File: config.mk
export PLATFORM = sky130hd
export DESIGN_NAME = stream_watchdog_ctrl
export DESIGN_NICKNAME = d
export VERILOG_FILES = /design/src/rtl/stream_watchdog_pkg.sv /design/src/rtl/stream_watchdog_chan.sv /design/src/rtl/stream_watchdog_ctrl.sv
export SDC_FILE = /design/constraint.sdc
export NUM_CORES = 1
export LEC_CHECK = 0
export CAP_MARGIN = 20
export CORE_MARGIN = 2
export CORE_UTILIZATION = 55
export DETAILED_ROUTE_END_ITERATION = 8
export PLACE_DENSITY = 0.75
export SLEW_MARGIN = 20
export SYNTH_ARGS = -nofsm -noshare
export SYNTH_HDL_FRONTEND = slang
export SYNTH_SLANG_ARGS = --single-unit
File: constraint.sdc
create_clock -name clk_i -period 4.8 [get_ports clk_i]
set_input_delay 0.96 -clock clk_i [delete_from_list [all_inputs] [get_ports clk_i]]
set_output_delay 0.96 -clock clk_i [all_outputs]
set_load 0.05 [all_outputs]
File: src/rtl/stream_watchdog_pkg.sv
// Shared types and helpers for the stream watchdog controller.
package stream_watchdog_pkg;

  typedef enum logic [1:0] {
    DISABLED = 2'd0,
    ARMED    = 2'd1,
    TRIPPED  = 2'd2
  } wd_state_e;

  function automatic int unsigned idx_width(input int unsigned num_streams);
    return (num_streams > 1) ? $clog2(num_streams) : 1;
  endfunction

endpackage

File: src/rtl/stream_watchdog_chan.sv
// One monitored channel: enable/arm/trip FSM with a saturating inactivity counter.
module stream_watchdog_chan
  import stream_watchdog_pkg::*;
#(
  parameter int unsigned CntWidth  = 16,
  parameter bit          StallOnly = 1'b0
) (
  input  logic                clk_i,
  input  logic                rst_i,
  input  logic                en_i,
  input  logic [CntWidth-1:0] timeout_i,
  input  logic                clear_i,
  input  logic                valid_i,
  input  logic                ready_i,
  output logic                trip_o,
  output logic                pending_set_o
);

  wd_state_e           state_q, state_d;
  logic [CntWidth-1:0] cnt_q, cnt_d;
  logic [CntWidth:0]   cnt_inc;
  logic                handshake, count_cycle, hit;

  assign handshake   = valid_i & ready_i;
  assign count_cycle = StallOnly ? (valid_i & ~ready_i) : ~handshake;
  // One extra bit so cnt+1 never wraps before the compare or saturation test.
  assign cnt_inc     = {1'b0, cnt_q} + {{CntWidth{1'b0}}, 1'b1};
  assign hit         = (timeout_i != '0) && (cnt_inc >= {1'b0, timeout_i});

  always_comb begin
    state_d       = state_q;
    cnt_d         = cnt_q;
    pending_set_o = 1'b0;
    unique case (state_q)
      DISABLED: begin
        cnt_d = '0;
        if (en_i) state_d = ARMED;
      end
      ARMED: begin
        if (!en_i) begin
          state_d = DISABLED;
          cnt_d   = '0;
        end else if (clear_i || handshake) begin
          cnt_d = '0;
        end else if (count_cycle) begin
          if (hit) begin
            state_d       = TRIPPED;
            pending_set_o = 1'b1;
          end else if (!cnt_inc[CntWidth]) begin
            cnt_d = cnt_inc[CntWidth-1:0];
          end
        end
      end
      TRIPPED: begin
        if (clear_i) begin
          state_d = en_i ? ARMED : DISABLED;
          cnt_d   = '0;
        end
      end
      default: begin
        state_d = DISABLED;
        cnt_d   = '0;
      end
    endcase
  end

  always_ff @(posedge clk_i or posedge rst_i) begin
    if (rst_i) begin
      state_q <= DISABLED;
      cnt_q   <= '0;
      trip_o  <= 1'b0;
    end else begin
      state_q <= state_d;
      cnt_q   <= cnt_d;
      trip_o  <= (state_d == TRIPPED);
    end
  end

endmodule

File: src/rtl/stream_watchdog_ctrl.sv
// Watchdog over NumStreams ready/valid channels with a round-robin trip report stream.
module stream_watchdog_ctrl
  import stream_watchdog_pkg::*;
#(
  parameter int unsigned NumStreams = 4,
  parameter int unsigned CntWidth   = 16,
  parameter bit          StallOnly  = 1'b0,
  parameter int unsigned IdxWidth   = idx_width(NumStreams)
) (
  input  logic                  clk_i,
  input  logic                  rst_i,
  input  logic [NumStreams-1:0] en_i,
  input  logic [CntWidth-1:0]   timeout_i,
  input  logic [NumStreams-1:0] clear_i,
  input  logic [NumStreams-1:0] valid_i,
  input  logic [NumStreams-1:0] ready_i,
  output logic [NumStreams-1:0] trip_o,
  output logic                  any_trip_o,
  output logic                  rpt_valid_o,
  input  logic                  rpt_ready_i,
  output logic [IdxWidth-1:0]   rpt_idx_o
);

  logic [NumStreams-1:0] pending_set;
  logic [NumStreams-1:0] pending_q, pending_d;
  logic                  rpt_valid_d;
  logic [IdxWidth-1:0]   rpt_idx_d, rr_q, rr_d;
  logic [IdxWidth-1:0]   gnt_idx, cand_idx;
  logic                  gnt_found;
  int unsigned           cand;

  for (genvar g = 0; g < NumStreams; g++) begin : g_chan
    stream_watchdog_chan #(
      .CntWidth  (CntWidth),
      .StallOnly (StallOnly)
    ) u_chan (
      .clk_i         (clk_i),
      .rst_i         (rst_i),
      .en_i          (en_i[g]),
      .timeout_i     (timeout_i),
      .clear_i       (clear_i[g]),
      .valid_i       (valid_i[g]),
      .ready_i       (ready_i[g]),
      .trip_o        (trip_o[g]),
      .pending_set_o (pending_set[g])
    );
  end

  assign any_trip_o = |trip_o;

  // First pending channel at or after the rr pointer, wrapping.
  always_comb begin
    gnt_found = 1'b0;
    gnt_idx   = '0;
    cand      = 0;
    cand_idx  = '0;
    for (int unsigned k = 0; k < NumStreams; k++) begin
      cand     = (int'(rr_q) + k) % NumStreams;
      cand_idx = cand[IdxWidth-1:0];
      if (!gnt_found && pending_q[cand_idx]) begin
        gnt_found = 1'b1;
        gnt_idx   = cand_idx;
      end
    end
  end

  always_comb begin
    pending_d   = pending_q;
    rpt_valid_d = rpt_valid_o;
    rpt_idx_d   = rpt_idx_o;
    rr_d        = rr_q;
    if (rpt_valid_o) begin
      if (rpt_ready_i) begin
        pending_d[rpt_idx_o] = 1'b0;
        rpt_valid_d          = 1'b0;
        rr_d = (rpt_idx_o == IdxWidth'(NumStreams - 1)) ? '0 : rpt_idx_o + 1'b1;
      end
    end else if (gnt_found) begin
      rpt_valid_d = 1'b1;
      rpt_idx_d   = gnt_idx;
    end
    // New trips land after the clear so a re-trip on the acked channel is kept.
    pending_d = pending_d | pending_set;
  end

  always_ff @(posedge clk_i or posedge rst_i) begin
    if (rst_i) begin
      pending_q   <= '0;
      rpt_valid_o <= 1'b0;
      rpt_idx_o   <= '0;
      rr_q        <= '0;
    end else begin
      pending_q   <= pending_d;
      rpt_valid_o <= rpt_valid_d;
      rpt_idx_o   <= rpt_idx_d;
      rr_q        <= rr_d;
    end
  end

endmodule

==> run_results.csv, run 1 <==
group,metric,value,unit
run_status,outcome,"complete, no violations",
placed_design,port_buffers,42,
synthesis,ys_types,64,
synthesis,syn_inst,731,
critical_path,critPathCapture,"g_chan[0].u_chan.cnt_q[8]",
grt,met3_usage,4.21,%
grt,grt_pass1_wl,26400,microns
drt,first_pass_iters,6,
drt,ant_nets,0,
critical_path,r2r-start,"g_chan[0].u_chan.cnt_q[0]",
finish,layout_commonest_cell,"dfrtp_1",
finish,seqCellArea,2130,sq um
finish,drive_gt1_share,5.99,%
synthesis,synth_area,6450,sq um
clock_tree,clk_path_buf_depth,2,
finish,mostFrequentLayoutCells,"85 x dfrtp_1, 79 x nand2_1, 72 x ha_1, 60 x inv_1",
floorplanning,die_w,112,microns
synthesis,avgSynthCellArea,8.82,sq um
timing,fin_skew,0.00536,ns
critical_path,crit_required,5.09,ns
clock_tree,cts_tree,"done",
clock_tree,cts_setup_buffers,0,
clock_tree,cts_root_buf,"clkbuf_16",
grt,track_usage,26.1,%
critical_path,cp_cell_sequence,"ha_1, inv_1, or3_1, or4_1, xnor2_1, ha_1, a21o_1, a21o_1, a221oi_1, nand3_1, a21boi_1, buf_4, or4b_2, nand3_1",
finish,multi_input_area,3970,sq um
synthesis,async_flop_share,100,%
pwr,vdd.ir_drop.worst,0.167,mV
critical_path,critPathLaunchType,"flip-flop",
timing,worst_slew_pin_slew,0.866,ns
synthesis,synth_ff_type,"dfrtp_1",
floorplanning,std_cell_rows,39,
synthesis,ys_ff_latch,85,
clock_tree,h-tree-depth,3,
synthesis,synth-seq-area-share,33.0,%
finish,utilization,63.5,%
pwr,pwr_density_cell,221,nW/um^2
finish,final_nets,870,
synthesis,synthDominantCellAreaShare,33.0,%
synthesis,synth_top_area_cell,"dfrtp_1",
timing,max_freq,244,MHz
clock_tree,cts_hold_buf,0,
placed_design,globalplace.congestion,0.891,
grt,grt.met2_usage,42.3,%
critical_path,reg2reg_to,"g_chan[0].u_chan.cnt_q[8]",
critical_path,crit_start,"g_chan[0].u_chan.cnt_q[0]",
critical_path,crit_fanout,12,
timing,hold_viol_final,0,
critical_path,worstPathArrival,4.38,ns
finish,num-fill-cells,954,
synthesis,syn-num-nets,838,
clock_tree,clk_pin_slew,0.06,ns
timing,fin_crit_sh,85.3,%
critical_path,crit_family,"simple AND/OR/NAND/NOR gates",
critical_path,worst-setup-path-type,"reg -> reg",
floorplanning,start_util,56.5,%
floorplanning,core-area,11400,sq um
floorplanning,ios,43,
timing,worst_slack,0.704,ns
critical_path,crit_path_end_kind,"flip-flop",
run,drv_cap,0,
drt,wire_per_inst,17.4,microns
critical_path,reg2reg_depth,14,
timing,setup_viol,0,
synthesis,synth_edf_count,0,
synthesis,synth_area_leaders,"dfrtp_1 33%, ha_1 14%, xnor2_1 5.3%, nand2_1 4.6%, inv_1 3.6%",
timing,fin_crit,4.10,ns
grt,overflow,0,
critical_path,max_stage_delay,0.61,ns
grt,grt_pass1_vias,5528,
grt,gr-max-usage-layer,"met2",
pwr,p_leak,3.44,nW
pwr,design_power_total,1.60,mW
timing,fin_tns_setup,0,ns
clock_tree,numCtsBuffers,9,
critical_path,crit_slowest_cell,"or4b_2",
drt,viasPerCell,6.10,
grt,met1_usage,34.2,%
floorplanning,die_area,12600,sq um
drt,first_iter_violations,289,
clock_tree,clock_latency,0.35,ns
timing,drv_slew,0,
timing,holdWs,0.477,ns
critical_path,worstPathBufferInverterCount,2,
clock_tree,cts_resized,0,
clock_tree,cts.sinks,85,
placed_design,preCtsSetupSlack,0.471,ns
critical_path,rrSetupSlack,0.70,ns
placed_design,dp_hpwl,11900,microns
grt,antenna_found_initial,0,
timing,slew_headroom,42.2,%
synthesis,yosysWarningCount,0,
finish,diodes,0,
grt,grt_start_max_net_pins,50,
drt,wl,15800,microns
drt,drc,0,
timing,rsz0062_at_grt,"false",
floorplanning,dieHeight,112,microns
critical_path,critical_path_depth,14,
drt,via_count,5559,
finish,area_delta_synth_final,12.5,%
min_path,hp-class,"reg -> reg",
## worst min-delay path by stage
stage,start,to,slack [ns],cells after the start
detailed placement,g_chan[2].u_chan.state_q[0],g_chan[2].u_chan.state_q[0],0.47,1
global route,g_chan[2].u_chan.state_q[0],g_chan[2].u_chan.state_q[0],0.51,1
global placement,g_chan[2].u_chan.state_q[0],g_chan[2].u_chan.state_q[0],0.46,1
finish,g_chan[2].u_chan.state_q[0],g_chan[2].u_chan.state_q[0],0.48,1
floorplan,g_chan[2].u_chan.state_q[0],g_chan[2].u_chan.state_q[0],0.43,1
CTS,g_chan[2].u_chan.state_q[0],g_chan[2].u_chan.state_q[0],0.48,1
## metal layers
layer | routed length (microns) | vias up
met3 | 834 | 40
met4 | 430 | 0
met2 | 7520 | 161
met5 | 0 | -
li1 | - | 2690
met1 | 7060 | 2668
## metrics by stage
stage	cell area, sq um	instances
CTS	7250	911
global route	7250	911
detailed placement	6940	895
global placement	6940	895
floorplan	6450	731
finish	7250	911
## cell families after synthesis
kind of cell / synth area share, %
AND/OR/NAND/NOR: 21.0
AO/OA/AOI/OAI: 15.7
buffers and inverters: 5.59
flip-flops: 33.0
adder cells (fa/ha/maj): 14.0
XOR/XNOR: 7.33
multiplexers: 3.40
## flip-flops by register name, indices dropped and copies added (netlist names)
signal and flops:
g_chan.u_chan.trip_o 4, pending_q 4, rpt_valid_o 1, rr_q 2, g_chan.u_chan.state_q 8, g_chan.u_chan.cnt_q 64, rpt_idx_o 2
## area by class of cell
class / count / area share, %
clock inverter: 5 / 1.04
tap: 143 / 2.47
inverter: 61 / 3.17
clock buffer: 11 / 3.21
timing repair buffer: 45 / 6.11
multi-input combinational: 561 / 54.7
sequential: 85 / 29.3
## cells in the mapped netlist, types with 11 or more instances
library cell   n
a21o_1        11
a21oi_1       35
nand2_1       79
ha_1          72
nor2b_1       11
xnor2_1       39
mux2_2        15
o22ai_1       15
xor2_1        15
nand4_1       21
nor2_1        31
inv_1         61
clkbuf_1      11
o211ai_1      11
dfrtp_1       85
o21ai_0       28
nand3_1       42
nand2b_1      15
## report_power, final
| group | internal (mW) | switching, mW | total (mW) |
|---|---|---|---|
| Clock | 0.453 | 0.292 | 0.746 |
| Sequential | 0.721 | 0.00552 | 0.727 |
| Combinational | 0.0532 | 0.0747 | 0.128 |
| Total | 1.23 | 0.372 | 1.60 |
(Power assumes the default switching activity.)
==> run 2: changes to the inputs <==
Settings changed: PLACE_DENSITY 0.75 to 0.78.
Clock period 4.8 ns to 3.7 ns, I/O delays scaled along.
==> run 2 against run 1 <==
Against the previous run: first-iteration DRC count rose by 14%; flip-flop and latch count did not move; sequential share of layout area fell by 1.0 points; combinational power rose by 38%; clock power rose by 16%; core utilization rose by 2.3 points; largest cell class unchanged; global-route usage rose by 1.2 points; final area rose by 3.6%; cell count rose by 2.3%; fmax rose by 15%; wire length rose by 7.6%.
==> run_results.csv, run 2 (synthesis gave the netlist of run 1 again) <==
group,metric,value,unit
grt,overflow,0,
grt,antenna_found_initial,0,
floorplanning,die_w,112,microns
placed_design,place_inst,909,
critical_path,reg2reg_to,"g_chan[3].u_chan.cnt_q[0]",
critical_path,worstPathArrival,3.80,ns
drt,first_iter_violations,329,
run_status,outcome,"complete, no violations",
timing,max_freq,281,MHz
critical_path,crit_required,3.94,ns
placed_design,port_buffers,42,
pwr,vdd.ir_drop.worst,0.250,mV
critical_path,crit_path_end_kind,"flip-flop",
critical_path,r2r-start,"g_chan[3].u_chan.cnt_q[0]",
clock_tree,cts.sinks,85,
timing,setup_viol,0,
drt,first_pass_iters,5,
clock_tree,clk_pin_slew,0.06,ns
grt,grt_pass1_wl,27800,microns
clock_tree,numCtsBuffers,9,
clock_tree,clock_latency,0.36,ns
timing,worst_slew_pin_slew,0.597,ns
drt,ant_nets,0,
finish,largest-register,"g_chan.u_chan.cnt_q",
grt,grt_pass1_vias,5898,
timing,holdWs,0.476,ns
finish,drive_gt1_share,10.6,%
clock_tree,clk_path_buf_depth,2,
finish,final_nets,892,
critical_path,critPathCapture,"g_chan[3].u_chan.cnt_q[0]",
drt,viasPerCell,6.17,
clock_tree,cts_tree,"done",
timing,fin_skew,0.00864,ns
critical_path,reg2reg_depth,12,
floorplanning,die_area,12600,sq um
finish,stdcell_count,932,
grt,track_usage,27.4,%
pwr,p_leak,3.54,nW
floorplanning,core-area,11400,sq um
min_path,hp-class,"reg -> reg",
pwr,pwr_density_cell,264,nW/um^2
finish,largest_registers,"g_chan.u_chan.cnt_q (64), g_chan.u_chan.state_q (8)",
grt,grt_start_max_net_pins,86,
placed_design,dp_hpwl,12500,microns
finish,area_delta_synth_final,16.5,%
drt,drc,0,
floorplanning,dieHeight,112,microns
finish,layout_commonest_cell,"dfrtp_1",
placed_design,globalplace.congestion,0.874,
finish,diodes,0,
drt,via_count,5749,
finish,mostFrequentLayoutCells,"85 x dfrtp_1, 79 x nand2_1, 69 x ha_1, 59 x inv_1, 42 x clkdlybuf4s50_1",
timing,fin_crit,3.56,ns
clock_tree,cts_root_buf,"clkbuf_16",
timing,slew_headroom,60.2,%
floorplanning,start_util,56.5,%
critical_path,rrSetupSlack,0.14,ns
floorplanning,ios,43,
critical_path,worst-setup-path-type,"reg -> reg",
timing,hold_viol_final,0,
critical_path,crit_start,"g_chan[3].u_chan.cnt_q[0]",
drt,wire_per_inst,18.3,microns
clock_tree,h-tree-depth,3,
drt,wl,17000,microns
critical_path,crit_fanout,10,
timing,fin_crit_sh,96.2,%
timing,drv_slew,0,
floorplanning,std_cell_rows,39,
run,drv_cap,0,
finish,largest_reg_flops,64,
critical_path,critPathLaunchType,"flip-flop",
[run 2: changes by cell type in the layout (fill, tap and decap cells not counted), moves of 2 or more]
| cell | change |
|---|---|
| nor3_2 | +2 |
| ha_4 | +2 |
| clkinv_2 | -2 |
| nor3_1 | -2 |
| bufinv_16 | -2 |
| buf_6 | +2 |
| buf_4 | +18 |
| ha_1 | -3 |
| clkbuf_8 | +2 |
[run 2: worst min-delay path by stage]
stage	start	end	slack (ns)	depth (start not counted)
final	g_chan[2].u_chan.state_q[0]	g_chan[2].u_chan.state_q[0]	0.48	1
after CTS	g_chan[2].u_chan.state_q[0]	g_chan[2].u_chan.state_q[0]	0.47	1
after detailed placement	g_chan[2].u_chan.state_q[0]	g_chan[2].u_chan.state_q[0]	0.46	1
after global placement	g_chan[2].u_chan.state_q[0]	g_chan[2].u_chan.state_q[0]	0.45	1
after floorplan	g_chan[2].u_chan.state_q[0]	g_chan[2].u_chan.state_q[0]	0.43	1
after global routing	g_chan[2].u_chan.state_q[0]	g_chan[2].u_chan.state_q[0]	0.49	1
[run 2: stage by stage]
| stage | power, mW | instance area, sq um | utilization [%] | setup WS (ns) | TNS (ns) |
|---|---|---|---|---|---|
| after floorplan | 1.05 | 6450 | - | 0.0903 | 0 |
| after global placement | 1.12 | 7060 | 61.8 | 0.143 | 0 |
| after detailed placement | 1.13 | 7060 | 61.8 | -0.00761 | -0.00761 |
| after CTS | 2.00 | 7350 | 64.4 | 0.00950 | 0 |
| after global routing | 2.05 | 7510 | 65.8 | -0.0364 | -0.0364 |
| final | 1.98 | 7510 | 65.8 | 0.141 | 0 |
[run 2: report_power, final]
| group | total (mW) | leakage, nW | switching, mW | internal (mW) |
|---|---|---|---|---|
| registers | 0.942 | 1.17 | 0.00672 | 0.936 |
| clock network | 0.863 | 0.135 | 0.375 | 0.488 |
| logic | 0.176 | 2.23 | 0.102 | 0.0744 |
| total | 1.98 | 3.54 | 0.484 | 1.50 |
[run 2: layout make-up]
cell class	instances	area (sq um)
inverters	61	230
well taps	143	179
multi-input cells	561	4070
clock buffers	12	256
repair buffers	67	632
flip-flops and latches	85	2130
fillers	907	3910
clock inverters	3	21.3
[run 2: worst max-delay path: stages, from the launching register on]
cell and delay, ns:
dfrtp_1 0.42, ha_2 0.27, nand4_1 0.18, or2_2 0.35
xnor2_1 0.23, ha_1 0.29, a21o_1 0.18, a21o_1 0.18
a221o_1 0.39, o21ai_2 0.19, a31oi_1 0.12, o21bai_2 0.33
mux2_2 0.32
[run 2: routing by layer]
metal / wire length (microns) / track usage, % / up-vias
li1: - / - / 2745
met1: 6910 / 33.8 / 2743
met2: 8390 / 46.3 / 212
met3: 1180 / 6.26 / 49
met4: 550 / 11.3 / 0
met5: 0 / 0 / -
[run 2: repair_timing]
item / CTS / global route
gates cloned: 1 / 1
resized for setup: 5 / 20
endpoints found under the setup margin: 3 / 43
pin swaps: 0 / 1
hold buffers: 0 / 0
setup buffers: 0 / 6
